<file path="config.mk">
export PLATFORM = sky130hd
export DESIGN_NAME = frame_integrator
export DESIGN_NICKNAME = d
export VERILOG_FILES = /design/src/rtl/frame_integrator_pkg.sv /design/src/rtl/frame_integrator_seg_hit_counter.sv /design/src/rtl/frame_integrator.sv
export SDC_FILE = /design/constraint.sdc
export NUM_CORES = 1
export LEC_CHECK = 0
export BUFFER_PORTS_ARGS = -buffer_cell sky130_fd_sc_hd__buf_2
export CORE_MARGIN = 2
export CORE_UTILIZATION = 27
export DETAILED_ROUTE_END_ITERATION = 7
export GPL_TIMING_DRIVEN = 0
export SETUP_SLACK_MARGIN = 0.2
export SKIP_LAST_GASP = 1
export SYNTH_ARGS = -nofsm -noshare
export SYNTH_HDL_FRONTEND = slang
export SYNTH_SLANG_ARGS = --single-unit
</file>
<file path="constraint.sdc">
create_clock -name clk -period 1.3 [get_ports clk]
set_input_delay 0.39 -clock clk [delete_from_list [all_inputs] [get_ports clk]]
set_output_delay 0.39 -clock clk [all_outputs]
set_load 0.02 [all_outputs]
</file>
<file path="src/rtl/frame_integrator_pkg.sv">
// Shared constants and state encoding for the frame integrator.
package frame_integrator_pkg;

    localparam int unsigned BITMAP_NB_SEGMENTS = 4;
    localparam int unsigned INTEG_NB_FRAMES    = 8;
    localparam int unsigned INTEG_THRESHOLD    = 2;

    typedef enum logic [1:0] {
        StInit  = 2'd0,
        StAccum = 2'd1,
        StHold  = 2'd2
    } integ_state_e;

endpackage

</file>
<file path="src/rtl/frame_integrator_seg_hit_counter.sv">
// Per-segment hit counter; 'above' includes the current hit so the closing frame counts.
module seg_hit_counter #(
    parameter int unsigned NB_FRAMES = 8,
    parameter int unsigned THRESHOLD = 2,
    parameter int unsigned CNT_W     = $clog2(NB_FRAMES + 1)
) (
    input  logic             clk,
    input  logic             rst_n,
    input  logic             clr,
    input  logic             inc_en,
    input  logic             hit,
    output logic [CNT_W-1:0] cnt,
    output logic             above
);

    logic [CNT_W:0] sum;

    always_comb begin
        sum   = {1'b0, cnt} + {{CNT_W{1'b0}}, hit};
        above = (sum >= (CNT_W + 1)'(THRESHOLD));
    end

    always_ff @(posedge clk) begin
        if (!rst_n) begin
            cnt <= '0;
        end else if (clr) begin
            cnt <= '0;
        end else if (inc_en) begin
            cnt <= cnt + {{(CNT_W - 1){1'b0}}, hit};
        end
    end

endmodule

</file>
<file path="src/rtl/frame_integrator.sv">
// Accumulates masked segment frames over a window and emits the thresholded bitmap.
module frame_integrator
    import frame_integrator_pkg::*;
#(
    parameter int unsigned NB_SEGMENTS = BITMAP_NB_SEGMENTS,
    parameter int unsigned NB_FRAMES   = INTEG_NB_FRAMES,
    parameter int unsigned THRESHOLD   = INTEG_THRESHOLD,
    parameter int unsigned CNT_W       = $clog2(NB_FRAMES + 1)
) (
    input  logic                   clk,
    input  logic                   rst_n,
    input  logic                   frame_valid,
    output logic                   frame_ready,
    input  logic [NB_SEGMENTS-1:0] frame,
    input  logic                   clear,
    output logic                   out_valid,
    input  logic                   out_ready,
    output logic [NB_SEGMENTS-1:0] seg_out,
    output logic [CNT_W-1:0]       frame_idx
);

    integ_state_e           state_q;
    logic                   accept;
    logic                   close;
    logic                   cnt_clr;
    logic [NB_SEGMENTS-1:0] above;

    // clear overrides the handshake, so a frame presented with it is dropped.
    assign accept  = frame_valid & frame_ready & ~clear;
    assign close   = accept & (frame_idx == CNT_W'(NB_FRAMES - 1));
    assign cnt_clr = clear | close;

    for (genvar i = 0; i < NB_SEGMENTS; i++) begin : g_seg
        logic [CNT_W-1:0] cnt;

        seg_hit_counter #(
            .NB_FRAMES (NB_FRAMES),
            .THRESHOLD (THRESHOLD),
            .CNT_W     (CNT_W)
        ) u_cnt (
            .clk    (clk),
            .rst_n  (rst_n),
            .clr    (cnt_clr),
            .inc_en (accept),
            .hit    (frame[i]),
            .cnt    (cnt),
            .above  (above[i])
        );
    end

    always_ff @(posedge clk) begin
        if (!rst_n) begin
            state_q     <= StInit;
            frame_idx   <= '0;
            seg_out     <= '0;
            out_valid   <= 1'b0;
            frame_ready <= 1'b0;
        end else if (clear) begin
            state_q     <= StAccum;
            frame_idx   <= '0;
            out_valid   <= 1'b0;
            frame_ready <= 1'b1;
        end else begin
            unique case (state_q)
                StInit: begin
                    state_q     <= StAccum;
                    frame_ready <= 1'b1;
                end
                StAccum: begin
                    if (close) begin
                        seg_out     <= above;
                        out_valid   <= 1'b1;
                        frame_idx   <= '0;
                        state_q     <= StHold;
                        frame_ready <= 1'b0;
                    end else if (accept) begin
                        frame_idx <= frame_idx + 1'b1;
                    end
                end
                StHold: begin
                    if (out_ready) begin
                        out_valid   <= 1'b0;
                        state_q     <= StAccum;
                        frame_ready <= 1'b1;
                    end
                end
                default: begin
                    state_q     <= StInit;
                    frame_ready <= 1'b0;
                    out_valid   <= 1'b0;
                end
            endcase
        end
    end

endmodule

</file>
After elaboration in Yosys (flattened, before gate mapping)
Cells that the tools add are included.
{"block": "classes", "addsub": 9, "multipliers": 0, "div": 0, "order_cmp": 4, "eq_ne": 7, "shift": 0, "mux": 13, "n_bitwise": 7, "reduce_logical": 9}
{"op": "adder 4 x 1 -> 5 bit", "n": 4}
{"op": "greater-or-equal comparator 5 x 2 -> 1 bit (second input constant)", "n": 4}
{"op": "adder 4 x 1 -> 4 bit", "n": 4}
{"op": "2-to-1 mux 4 bit", "n": 2}
{"op": "2-to-1 mux 1 bit", "n": 6}
{"op": "inequality test 3 bit (second input constant)", "n": 2}
{"op": "case mux 1 bit (3 select lines)", "n": 2}
{"op": "case mux 2 bit (3 select lines)", "n": 1}
{"op": "AND reduction 2 bit", "n": 3}
{"op": "AND reduction 3 bit", "n": 2}
{"op": "adder 4 x 1 -> 4 bit (second input constant)", "n": 1}
{"op": "== test 4 x 3 -> 1 bit (second input constant)", "n": 1}
{"op": "2-to-1 mux 2 bit", "n": 2}
{"op": "inequality test 2 bit (second input constant)", "n": 2}
{"op": "OR reduction 2 bit", "n": 2}
{"op": "AND 1 bit", "n": 3}
{"op": "NOT 1 bit", "n": 3}
{"op": "== test 2 x 1 -> 1 bit (second input constant)", "n": 1}
{"op": "== test 2 bit (second input constant)", "n": 1}
{"op": "zero test 2 bit", "n": 1}
{"op": "nonzero test 2 bit", "n": 1}
{"op": "bitwise OR 1 bit", "n": 1}
{"block": "totals", "register_bits": 28, "latchBits": 0, "ramBits": 0, "romBits": 0, "in_bits": 9, "output_inout_bits": 10, "elab_cells": 59, "mem_count": 0}

Depth between registers and ports, before layout
Gate-level depths: netlist of run 1.
{"block": "logic_depth", "ltp_word": 6, "mapped_depth": 6, "ltp_nobuf": 5}

Cells and area by module
From an unflattened synthesis of run 1, not the netlist that was laid out.
{"block": "unflattened", "cells_unflattened": 150, "hier_area_um2": 1373.8}
{"mod": "seg_hit_counter", "n_inst": 4, "cells_each": 22, "area_each_um2": 195.2, "seq_area_each_um2": 80.1}
{"mod": "frame_integrator", "n_inst": 1, "cells_each": 62, "area_each_um2": 593.1, "seq_area_each_um2": 240.2}

Least setup slack after synthesis of run 1
OpenSTA, ideal clock, no wires.
{"block": "synth_path", "kind": "register to register", "from": "reg frame_idx[0]", "to": "reg seg_out[0]", "setup_ns": 0.074, "arrival_time_ns": 1.504, "required_time_ns": 1.226, "path_slack_ns": -0.278, "stages_incl_launch_ff": 6, "path_buffers": 0, "period_less_slack_ns": 1.578, "cell_sequence": "dfxtp_1 -> ha_1 -> and3b_1 -> nor4b_4 -> o21ai_0 -> a31oi_1"}
{"block": "synth_between", "elab_chain_len": 3}
{"element": "from (decl)", "line_no": "frame_integrator.sv:19", "text": "output logic [CNT_W-1:0] frame_idx"}
{"element": "from (signal assigned)", "line_no": "frame_integrator.sv:77", "text": "frame_idx <= frame_idx + 1'b1;"}
{"element": "== test 4 x 3 -> 1 bit", "line_no": "frame_integrator.sv:30", "text": "assign close = accept & (frame_idx == CNT_W'(NB_FRAMES - 1));"}
{"element": "AND 1 bit", "line_no": "frame_integrator.sv:30"}
{"element": "AND reduction 3 bit (no line)"}
{"element": "to (signal assigned)", "line_no": "frame_integrator.sv:71", "text": "seg_out <= above;"}
{"element": "to (decl)", "line_no": "frame_integrator.sv:18", "text": "output logic [NB_SEGMENTS-1:0] seg_out,"}
Every way passes these cells.
A chain may end at the register's enable or synchronous reset.

Worst setup path after layout of run 1
{"block": "layout_path", "from": "reg frame_idx[0]", "to": "reg g_seg[2].u_cnt.cnt[2]"}
{"block": "layout_between", "elab_chain_len": 4}
{"element": "== test 4 x 3 -> 1 bit", "line_no": "frame_integrator.sv:30"}
{"element": "AND 1 bit", "line_no": "frame_integrator.sv:30"}
{"element": "bitwise OR 1 bit", "line_no": "frame_integrator.sv:31", "text": "assign cnt_clr = clear | close;"}
{"element": "OR reduction 2 bit (no line)"}
{"element": "to (signal assigned)", "line_no": "frame_integrator_seg_hit_counter.sv:29", "text": "cnt <= cnt + {{(CNT_W - 1){1'b0}}, hit};"}
{"element": "to (decl)", "line_no": "frame_integrator_seg_hit_counter.sv:12", "text": "output logic [CNT_W-1:0] cnt,"}
Every way passes these cells.

==> results of run 1 <==
how the worst max path moves through the flow:
stage	to	cells past startpoint	startpoint
after floorplan	seg_out[0]	5	frame_idx[0]
after global placement	seg_out[0]	5	clear
after detailed placement	out_valid	5	clear
after CTS	seg_out[2]	6	frame_idx[1]
after global routing	seg_out[1]	6	frame_idx[0]
final	g_seg[2].u_cnt.cnt[2]	6	frame_idx[0]
cell families after synthesis:
| logic type | count (synthesis) | share of synthesized area |
|---|---|---|
| multiplexers | 1 | 0.007678 |
| flip-flops | 28 | 0.4299 |
| adder cells (fa/ha/maj) | 9 | 0.08637 |
| buffers and inverters | 8 | 0.03263 |
| AO/OA/AOI/OAI | 30 | 0.1305 |
| AND/OR/NAND/NOR | 66 | 0.2524 |
| XOR/XNOR | 9 | 0.06046 |
worst max-delay path, stage by stage, from the launching register on:
cell and delay [ps]:
sky130_fd_sc_hd__dfxtp_4 370, sky130_fd_sc_hd__ha_4 150, sky130_fd_sc_hd__and3b_2 210, sky130_fd_sc_hd__buf_4 140, sky130_fd_sc_hd__a21o_4 240, sky130_fd_sc_hd__clkbuf_16 180
sky130_fd_sc_hd__nor2_4 70
registers in the layout, summed over array words and instances (netlist names):
register,cells
state_q,2
frame_ready,1
out_valid,1
seg_out,4
frame_idx,4
g_seg.u_cnt.cnt,16
power by group:
group / internal (uW) / switching, uW / leakage [uW] / total (uW)
clock network: 412 / 275 / 0.0000357 / 687
registers: 856 / 6.74 / 0.000232 / 863
logic: 66.3 / 72.9 / 0.000486 / 139
total: 1340 / 355 / 0.000754 / 1690
layer usage:
layer	up-vias	wire, um
met5	-	0
met4	0	20
met1	559	1332
met3	2	155
met2	19	1497
li1	608	-
through the flow:
stage | setup TNS, ps | hold slack (ps) | instances
floorplan | -564.1 | 440.0 | 151
global placement | -5491 | 446.1 | 223
detailed placement | -5482 | 453.4 | 223
CTS | -591.6 | 375.8 | 237
global route | -3345 | 389.8 | 248
finish | -2027 | 384.2 | 248
layout by cell type, fill, tap and decap left out, drive strengths merged:
cell type,n
a31oi,5
mux2i,1
o311a,1
inv,3
ha,9
nor4b,1
dfxtp,28
nand3,5
o21ai,10
a21o,1
bufinv,1
nand3b,3
xnor2,1
nand2,26
a21oi,11
o21a,1
a221oi,1
nor2,19
buf,43
and3b,2
nor2b,1
clkbuf,4
nor3,3
nand4,4
xor2,8
nand2b,2
repair_timing:
action | CTS | global route
endpoints found under the setup margin | 38 | 38
pin swaps | 2 | 10
resized for setup | 27 | 45
cloned | 0 | 1
hold buffers | 0 | 0
buffers inserted | 10 | 10
hold endpoints to repair | 0 | 0
final cells by class:
cell class | instances | area (um2) | area share
well taps | 54 | 67.56 | 0.03413
flip-flops and latches | 28 | 583.1 | 0.2946
plain buffers | 5 | 56.30 | 0.02844
multi-input cells | 115 | 854.6 | 0.4317
clock buffers | 3 | 41.29 | 0.02086
inverters | 3 | 11.26 | 0.005689
repair buffers | 39 | 335.3 | 0.1694
clock inverters | 1 | 30.03 | 0.01517
==> results.md, run 1 <==
Synthesis
* 151 — Cells after Synth
* sky130_fd_sc_hd__dfxtp_1 — largest area contributor in the synthesized netlist
* sky130_fd_sc_hd__dfxtp_1 — top-count cell post-synth
* 1304 um2 — post-synthesis instance area
* 0 — fraction of registers with async set or reset after synthesis
* 8.634 um2 — Post-Syn Area per Cell
* sky130_fd_sc_hd__dfxtp_1, sky130_fd_sc_hd__ha_1, sky130_fd_sc_hd__nand2_1, sky130_fd_sc_hd__nor2_1, sky130_fd_sc_hd__xor2_1 — largest cells by area after synthesis
* 0.4299 — fraction of the yosys area taken by sequential cells
* sky130_fd_sc_hd__dfxtp_1, sky130_fd_sc_hd__nand2_1, sky130_fd_sc_hd__nor2_1 — Commonest cells post-synth
* 169 — syn nets
* 0.4299 — area share of the leading cell type in the synthesized netlist
* 0 — number of enable-type register cells in the synthesized netlist
* 29 — count of distinct cell types in the synthesized netlist
* sky130_fd_sc_hd__dfxtp_1 — Synth Flop Type
* 28 — number of flip-flops and latches in the synthesized netlist
* 0 — yosys synthesis warning count

Timing
* 0 — Slew Limit Fails
* 342.1 ps — transition time at the pin with the least slew margin
* 1418 ps — clock period minus worst slack
* -118.2 ps — worst path setup slack after routing
* 9.373 ps — largest clock skew in the final design
* 705.1 MHz — max frequency
* 24 — count of final setup violators
* 1.091 — final clock period utilization by the worst path
* true — RSZ-0062 raised after global routing
* 0.7719 — worst slew slack as a fraction of its limit
* 0 — count of endpoints failing hold in the final timing report

Routing
* 0 — antenna-violating nets left
* 1188 — via count
* 12.12 um — final routed wire length divided by cell count
* 4.790 — post-DR vias/cell
* 57 — number of design-rule violations left by the first detailed-router iteration
* 3.006 mm — routed wire length
* 0 — # DRC
* 4 — number of iterations in the first detailed-routing pass

Global routing
* 0.1491 — GR met1 Demand/Resource
* 1027 — number of global-route vias before repair
* 0 — number of antenna violations at the first check in global routing
* met2 — Top Usage Layer GRT
* 4.657 mm — global-route wire length before repair
* 17 — maximum number of pins on one net before global-route repair
* 0.1716 — met2 track demand over resource in global routing
* 0 — GRT Residual Overflow
* 0.1121 — total routing resource utilization after global routing
* 0.03841 — met3 track demand over resource

Min path
* input pin to register — hold crit path type
* 3 — number of instances on the worst hold path
* out_valid — endpoint with the worst hold slack
* out_ready — beginning of the worst hold path

Worst setup path
* -120 ps — setup slack of the worst register-to-register path
* frame_idx[0] — beginning of the worst register-to-register path
* g_seg[2].u_cnt.cnt[2] — end of the worst register-to-register path
* 1520 ps — Worst EP required
* 1640 ps — worst path arrival time
* register — Setup crit start kind
* register — crit end category
* register to register — WS Path Type
* 6 — depth of the worst register-to-register path
* 7 — CP max FO

Floorplanning
* 25 — row cnt
* 19 — I/O pin count
* 5401 um2 — Die Outline Area
* 73.49 um — vertical die dimension
* 4692 um2 — floorplan core area
* 73.49 um — Die Wd
* 0.2779 — initial core utilization

Placement
* -347.0 ps — pre-CTS setup slack
* 1.826 mm — placed wire-length estimate
* 1509 um2 — dpl cell area
* 18 — count of input and output buffers
* 0.7533 — placer congestion estimate

Power and ir drop
* 853.7 nW/um2 — power per cell area
* 0.6657 mV — Max rail drop VDD
* 0.0007543 uW — standby leakage power
* 1690 uW — Power Total

Layout
* 1979 um2 — post-route cell area
* 51.82% — relative area change from synthesis to final layout
* 213 — Nets
* 472 — Filler Cells Inserted
* 0.4219 — post-layout util
* 0.4588 — share of post-route cells with drive strength above 1
* 0 — number of antenna cells inserted

Clocking
* 100 ps — clock transition at the register clock pins on the worst setup and hold paths after CTS
* 3 — clock buffer count from CTS
* sky130_fd_sc_hd__clkbuf_8 — CTS root buffer
* 28 — Clock Sinks
* 1 — number of levels the H-tree was split into
* done — TritonCTS clock tree
* 2 — CTS Buffer Depth
* 280 ps — clock latency of the later-clocked register in the worst-skew pair

Job
* 0 — Max Cap Viol

Run status
* negative setup slack — violated checks
* complete, but fails checks — outcome

(Power assumes the default switching activity.)
==> run 2, diff against run 1 <==
Settings changed: GPL_ROUTABILITY_DRIVEN from default to 0, MAX_ROUTING_LAYER from default to met4.
==> run 2 against run 1 <==
The run still ends with negative setup slack left; clock power is essentially flat; non-clock buffer count did not move; critical path depth is the same; clock skew about the same; via count did not move; register-to-register slack barely moved; routed wire length about the same; combinational power about the same; sequential share of layout area stayed put; die area stayed put; count of clock-buffer cells in the layout unchanged; critical endpoint unchanged; largest cell class unchanged.
==> results.md, run 2 (same netlist as run 1, synthesis figures left out) <==
Worst setup path
* 1520 ps — Worst EP required, about the same
* 1640 ps — worst path arrival time, about the same
* 7 — CP max FO, unchanged
* register — crit end category, unchanged
* register — Setup crit start kind, unchanged
* register to register — WS Path Type, unchanged

Timing
* 9.263 ps — largest clock skew in the final design, was 9.373 ps
* 0 — count of endpoints failing hold in the final timing report, unchanged
* 0.7719 — worst slew slack as a fraction of its limit, unchanged
* 705.2 MHz — max frequency, was 705.1 MHz
* 1418 ps — clock period minus worst slack, about the same
* 0 — Slew Limit Fails, unchanged
* -118.1 ps — worst path setup slack after routing, was -118.2 ps
* 24 — count of final setup violators, unchanged
* 342.1 ps — transition time at the pin with the least slew margin, unchanged
* true — RSZ-0062 raised after global routing, unchanged
* 1.091 — final clock period utilization by the worst path, about the same
* 384.2 ps — post-route worst hold slack, unchanged

Clocking
* 3 — clock buffer count from CTS, unchanged
* 100 ps — clock transition at the register clock pins on the worst setup and hold paths after CTS, about the same
* 1 — number of levels the H-tree was split into, unchanged
* 2 — CTS Buffer Depth, unchanged
* 0 — number of buffers added to fix hold violations after cts, unchanged
* 280 ps — clock latency of the later-clocked register in the worst-skew pair, about the same
* done — TritonCTS clock tree, unchanged
* sky130_fd_sc_hd__clkbuf_8 — CTS root buffer, unchanged
* 28 — Clock Sinks, unchanged

Layout
* 0 — number of antenna cells inserted, unchanged
* sky130_fd_sc_hd__nand2_1, sky130_fd_sc_hd__buf_4, sky130_fd_sc_hd__dfxtp_1 — most frequent cells in the layout, unchanged
* 583.1 um2 — sequential cell area, unchanged
* 51.82% — relative area change from synthesis to final layout, unchanged
* 0.4588 — share of post-route cells with drive strength above 1, unchanged
* g_seg.u_cnt.cnt x16, frame_idx x4, seg_out x4 — biggest regs, unchanged
* 472 — Filler Cells Inserted, unchanged
* sky130_fd_sc_hd__nand2_1 — most frequent standard cell in the layout excluding fill and tap cells, unchanged
* 213 — Nets, unchanged
* 1979 um2 — post-route cell area, unchanged
* g_seg.u_cnt.cnt — largest register by flop count, unchanged
* 854.6 um2 — area taken by multi-input logic gates, unchanged
* 0.4219 — post-layout util, unchanged
* 16 — max reg flops, unchanged

Floorplanning
* 5401 um2 — Die Outline Area, unchanged
* 19 — I/O pin count, unchanged
* 4692 um2 — floorplan core area, unchanged
* 73.49 um — vertical die dimension, unchanged
* 73.49 um — Die Wd, unchanged
* 0.2779 — initial core utilization, unchanged
* 25 — row cnt, unchanged

Power and ir drop
* 0.407 — Clk network pwr share, about the same
* 0.6663 mV — Max rail drop VDD, was 0.6657 mV
* 1690 uW — Power Total, about the same
* 853.8 nW/um2 — power per cell area, was 853.7 nW/um2
* 0.082 — Logic pwr share, about the same
* 0.2100 — switching fraction of total power, was 0.2099
* 1335 uW — Power Internal, about the same
* 0.0007543 uW — standby leakage power, unchanged
* 354.9 uW — switching power, was 354.6 uW
* 0.511 — Reg power frac, about the same

Routing
* 1.332 mm — sum of routed wire segments on met1, unchanged
* 60 — number of design-rule violations left by the first detailed-router iteration, was 57
* 3.005 mm — routed wire length, was 3.006 mm
* 154 um — Routed met3 length, was 155 um
* 0 — antenna-violating nets left, unchanged
* 1.497 mm — WL met2, unchanged
* 4.790 — post-DR vias/cell, unchanged
* 1188 — via count, unchanged
* 4 — number of iterations in the first detailed-routing pass, unchanged
* 12.12 um — final routed wire length divided by cell count, about the same
* 0 — # DRC, unchanged
* met4 — uppermost routed layer, unchanged

Global routing
* 0 — number of antenna violations at the first check in global routing, unchanged
* 0 — GRT Residual Overflow, unchanged
* 1027 — number of global-route vias before repair, unchanged
* 4.657 mm — global-route wire length before repair, unchanged
* 0.1153 — total routing resource utilization after global routing, was 0.1121
* 17 — maximum number of pins on one net before global-route repair, unchanged

Placement
* 1.826 mm — placed wire-length estimate, unchanged
* -347.0 ps — pre-CTS setup slack, unchanged
* 18 — count of input and output buffers, unchanged
* 1509 um2 — dpl cell area, unchanged

Min path
* input pin to register — hold crit path type, unchanged

Run status
* complete, but fails checks — outcome, unchanged
* negative setup slack — violated checks, unchanged

Job
* 0 — Max Cap Viol, unchanged

==> run 2: per-stage QoR <==
| step | setup TNS (ps) | instances |
|---|---|---|
| 2_1_floorplan | -564.1 | 151 |
| 5_1_grt | -3420 | 248 |
| 6_report | -2025 | 248 |
| 4_1_cts | -591.6 | 237 |
| 3_3_place_gp | -5491 | 223 |
| 3_5_place_dp | -5482 | 223 |
==> run 2: worst paths after layout <==
| path | endpoint | cells past startpoint | slack [ps] | from |
|---|---|---|---|---|
| worst max-delay path | g_seg[2].u_cnt.cnt[2] | 6 | -120 | frame_idx[0] |
| worst min-delay path | out_valid | 3 | 380 | out_ready |
| worst max register to register | g_seg[2].u_cnt.cnt[2] | 6 | -120 | frame_idx[0] |
| worst min register to register | g_seg[1].u_cnt.cnt[0] | 2 | 460 | g_seg[1].u_cnt.cnt[0] |
==> run 2: critical path, stage by stage, from the launching register on <==
cell and delay [ps]:
sky130_fd_sc_hd__dfxtp_4 370, sky130_fd_sc_hd__ha_4 150, sky130_fd_sc_hd__and3b_2 210, sky130_fd_sc_hd__buf_4 140, sky130_fd_sc_hd__a21o_4 240, sky130_fd_sc_hd__clkbuf_16 180, sky130_fd_sc_hd__nor2_4 70
==> run 2: area by class of cell <==
type,instances,area share
Tap cell,54,0.03413
Multi-Input combinational cell,115,0.4317
Clock inverter,1,0.01517
Inverter,3,0.005689
Timing Repair Buffer,39,0.1694
Clock buffer,3,0.02086
Sequential cell,28,0.2946
Buffer,5,0.02844
==> run 2: repair_timing <==
item                                    in CTS  in global routing
gates cloned                                 0                  1
endpoints found under the hold margin        0                  0
gates resized for setup                     27                 45
endpoints found under the setup margin      38                 38
pin swaps                                    2                 10
buffers inserted                            10                 10
==> run 2: power by group through the flow <==
| stage | sequential, uW | combinational, uW | clock [uW] |
|---|---|---|---|
| detailed placement | 887 | 88.7 | 0 |
| global placement | 887 | 89.2 | 0 |
| CTS | 866 | 103 | 719 |
| floorplan | 889 | 50.1 | 0 |
| global route | 864 | 152 | 760 |
| finish | 863 | 139 | 688 |
==> run 2: metal layers <==
layer  GRT usage  up-vias
li1            -      608
met1      0.1499      559
met2      0.1716       19
met3     0.03704        2
met4     0.03232        0
met5           -        -
==> run 3, diff against run 2 <==
Settings changed: SKIP_LAST_GASP 1 to default.
==> run 3 against run 2 <==
The flow still finishes with violations (negative setup slack); routed wire length did not move; die area did not move; cell count did not move; largest cell class unchanged; highest routed layer unchanged.
==> results.md, run 3 (same netlist as run 1, synthesis figures left out) <==
Clocking
* 280 ps — clock latency of the later-clocked register in the worst-skew pair, about the same
* 1 — number of levels the H-tree was split into, unchanged
* done — TritonCTS clock tree, unchanged
* 3 — clock buffer count from CTS, unchanged
* 0 — number of buffers added to fix hold violations after cts, unchanged
* sky130_fd_sc_hd__clkbuf_8 — CTS root buffer, unchanged
* 28 — Clock Sinks, unchanged
* 100 ps — clock transition at the register clock pins on the worst setup and hold paths after CTS, about the same
* 2 — CTS Buffer Depth, unchanged

Worst setup path
* register — Setup crit start kind, unchanged
* g_seg[2].u_cnt.cnt[2] — end of the worst register-to-register path, unchanged
* 370 ps — peak per-stage delay on the critical path, about the same
* register — crit end category, unchanged
* 1520 ps — Worst EP required, about the same
* ha_4 > and3b_2 > buf_4 > a21o_4 > clkbuf_16 > nor2_4 — worst path cell trace, unchanged
* sky130_fd_sc_hd__dfxtp_4 — slowest cell on the critical path, unchanged
* -120 ps — setup slack of the worst register-to-register path, about the same
* 1640 ps — worst path arrival time, about the same
* register to register — WS Path Type, unchanged
* frame_idx[0] — beginning of the worst register-to-register path, unchanged
* 7 — CP max FO, unchanged
* 6 — depth of the worst register-to-register path, unchanged

Routing
* 4 — number of iterations in the first detailed-routing pass, unchanged
* 3.005 mm — routed wire length, unchanged
* 0 — antenna-violating nets left, unchanged
* 0 — # DRC, unchanged
* 12.12 um — final routed wire length divided by cell count, unchanged
* 4.790 — post-DR vias/cell, unchanged
* 60 — number of design-rule violations left by the first detailed-router iteration, unchanged
* 1188 — via count, unchanged

Power and ir drop
* 0.6663 mV — Max rail drop VDD, unchanged
* 852.2 nW/um2 — power per cell area, was 853.8 nW/um2
* 1690 uW — Power Total, unchanged
* 0.0007550 uW — standby leakage power, was 0.0007543 uW

Min path
* out_valid — endpoint with the worst hold slack, unchanged
* out_ready — beginning of the worst hold path, unchanged
* input pin to register — hold crit path type, unchanged
* 3 — number of instances on the worst hold path, unchanged

Placement
* 18 — count of input and output buffers, unchanged
* 1.826 mm — placed wire-length estimate, unchanged
* 1509 um2 — dpl cell area, unchanged
* -347.0 ps — pre-CTS setup slack, unchanged
* 223 — number of placed cells counting well taps, unchanged

Timing
* -118.1 ps — worst path setup slack after routing, about the same
* 342.1 ps — transition time at the pin with the least slew margin, unchanged
* 705.2 MHz — max frequency, about the same
* true — RSZ-0062 raised after global routing, unchanged
* 9.263 ps — largest clock skew in the final design, unchanged
* 24 — count of final setup violators, unchanged
* 0 — Slew Limit Fails, unchanged
* 384.2 ps — post-route worst hold slack, about the same
* 1418 ps — clock period minus worst slack, about the same
* 0.7719 — worst slew slack as a fraction of its limit, unchanged
* 0 — count of endpoints failing hold in the final timing report, unchanged
* 1.091 — final clock period utilization by the worst path, about the same

Layout
* 213 — Nets, unchanged
* g_seg.u_cnt.cnt x16, frame_idx x4, seg_out x4 — biggest regs, unchanged
* 0 — number of antenna cells inserted, unchanged
* 16 — max reg flops, unchanged
* 248 — post-route insts no fill, unchanged
* 52.11% — relative area change from synthesis to final layout, was 51.82%
* sky130_fd_sc_hd__nand2_1, sky130_fd_sc_hd__buf_4, sky130_fd_sc_hd__dfxtp_1 — most frequent cells in the layout, unchanged
* g_seg.u_cnt.cnt — largest register by flop count, unchanged
* sky130_fd_sc_hd__nand2_1 — most frequent standard cell in the layout excluding fill and tap cells, unchanged
* 470 — Filler Cells Inserted, was 472
* 0.4588 — share of post-route cells with drive strength above 1, unchanged
* 1983 um2 — post-route cell area, was 1979 um2

Floorplanning
* 5401 um2 — Die Outline Area, unchanged
* 0.2779 — initial core utilization, unchanged
* 73.49 um — vertical die dimension, unchanged
* 73.49 um — Die Wd, unchanged
* 25 — row cnt, unchanged
* 4692 um2 — floorplan core area, unchanged
* 19 — I/O pin count, unchanged

Global routing
* 4.657 mm — global-route wire length before repair, unchanged
* 0.1716 — met2 track demand over resource in global routing, unchanged
* 17 — maximum number of pins on one net before global-route repair, unchanged
* 0.1153 — total routing resource utilization after global routing, unchanged
* 0.1499 — GR met1 Demand/Resource, unchanged
* met2 — Top Usage Layer GRT, unchanged
* 0 — number of antenna violations at the first check in global routing, unchanged
* 0 — GRT Residual Overflow, unchanged
* 0.03704 — met3 track demand over resource, unchanged
* 1027 — number of global-route vias before repair, unchanged

Run status
* negative setup slack — violated checks, unchanged
* complete, but fails checks — outcome, unchanged

Job
* 0 — Max Cap Viol, unchanged

[run 3: changes by cell type in the layout (fill, tap and decap cells not counted)]
cell and delta:
sky130_fd_sc_hd__buf_4 -1, sky130_fd_sc_hd__buf_6 +1
[run 3: metrics by stage]
| stage | utilization | TNS (ps) |
|---|---|---|
| 6_report | 0.4227 | -2026 |
| 5_1_grt | 0.4227 | -3421 |
| 4_1_cts | 0.3685 | -591.6 |
| 3_5_place_dp | 0.3216 | -5482 |
| 3_3_place_gp | 0.3216 | -5491 |
| 2_1_floorplan | - | -564.1 |
[run 3: power breakdown]
group          leakage (uW)  switching (uW)  internal (uW)
registers          0.000232            6.74            856
logic              0.000487            72.9           66.3
clock network     0.0000357             275            412
total              0.000755             355           1340
[run 3: metal layers]
layer	vias up	share of wire
met5	-	0
met4	0	0.0067
met1	559	0.44
met3	2	0.051
met2	19	0.50
li1	608	-
[run 3: how the worst max path moves through the flow]
stage | end | startpoint | cells past startpoint
final | g_seg[2].u_cnt.cnt[2] | frame_idx[0] | 6
after global routing | seg_out[1] | frame_idx[0] | 6
after CTS | seg_out[2] | frame_idx[1] | 6
after detailed placement | out_valid | clear | 5
after global placement | seg_out[0] | clear | 5
after floorplan | seg_out[0] | frame_idx[0] | 5
[run 3: worst max-delay path: cells and delay by family, from the launching register on]
family	cells	cell delay, ps
buffers and inverters	2	320
and+or+nand+nor	2	280
adders and majority gates	1	150
AOI/OAI and AO/OA	1	240
DFF	1	370
[run 3: area by class of cell]
| type | instances | area [um2] | area share |
|---|---|---|---|
| multi-input cells | 115 | 854.6 | 0.4309 |
| flip-flops and latches | 28 | 583.1 | 0.2940 |
| repair buffers | 39 | 339.1 | 0.1710 |
| well taps | 54 | 67.56 | 0.03407 |
| plain buffers | 5 | 56.30 | 0.02839 |
| clock buffers | 3 | 41.29 | 0.02082 |
| clock inverters | 1 | 30.03 | 0.01514 |
| inverters | 3 | 11.26 | 0.005678 |
[run 3: timing repair]
item	in CTS	in global routing
buffers inserted	10	10
pin swaps	2	10
resized for setup	28	45
cloned	0	1
endpoints found under the setup margin	38	38
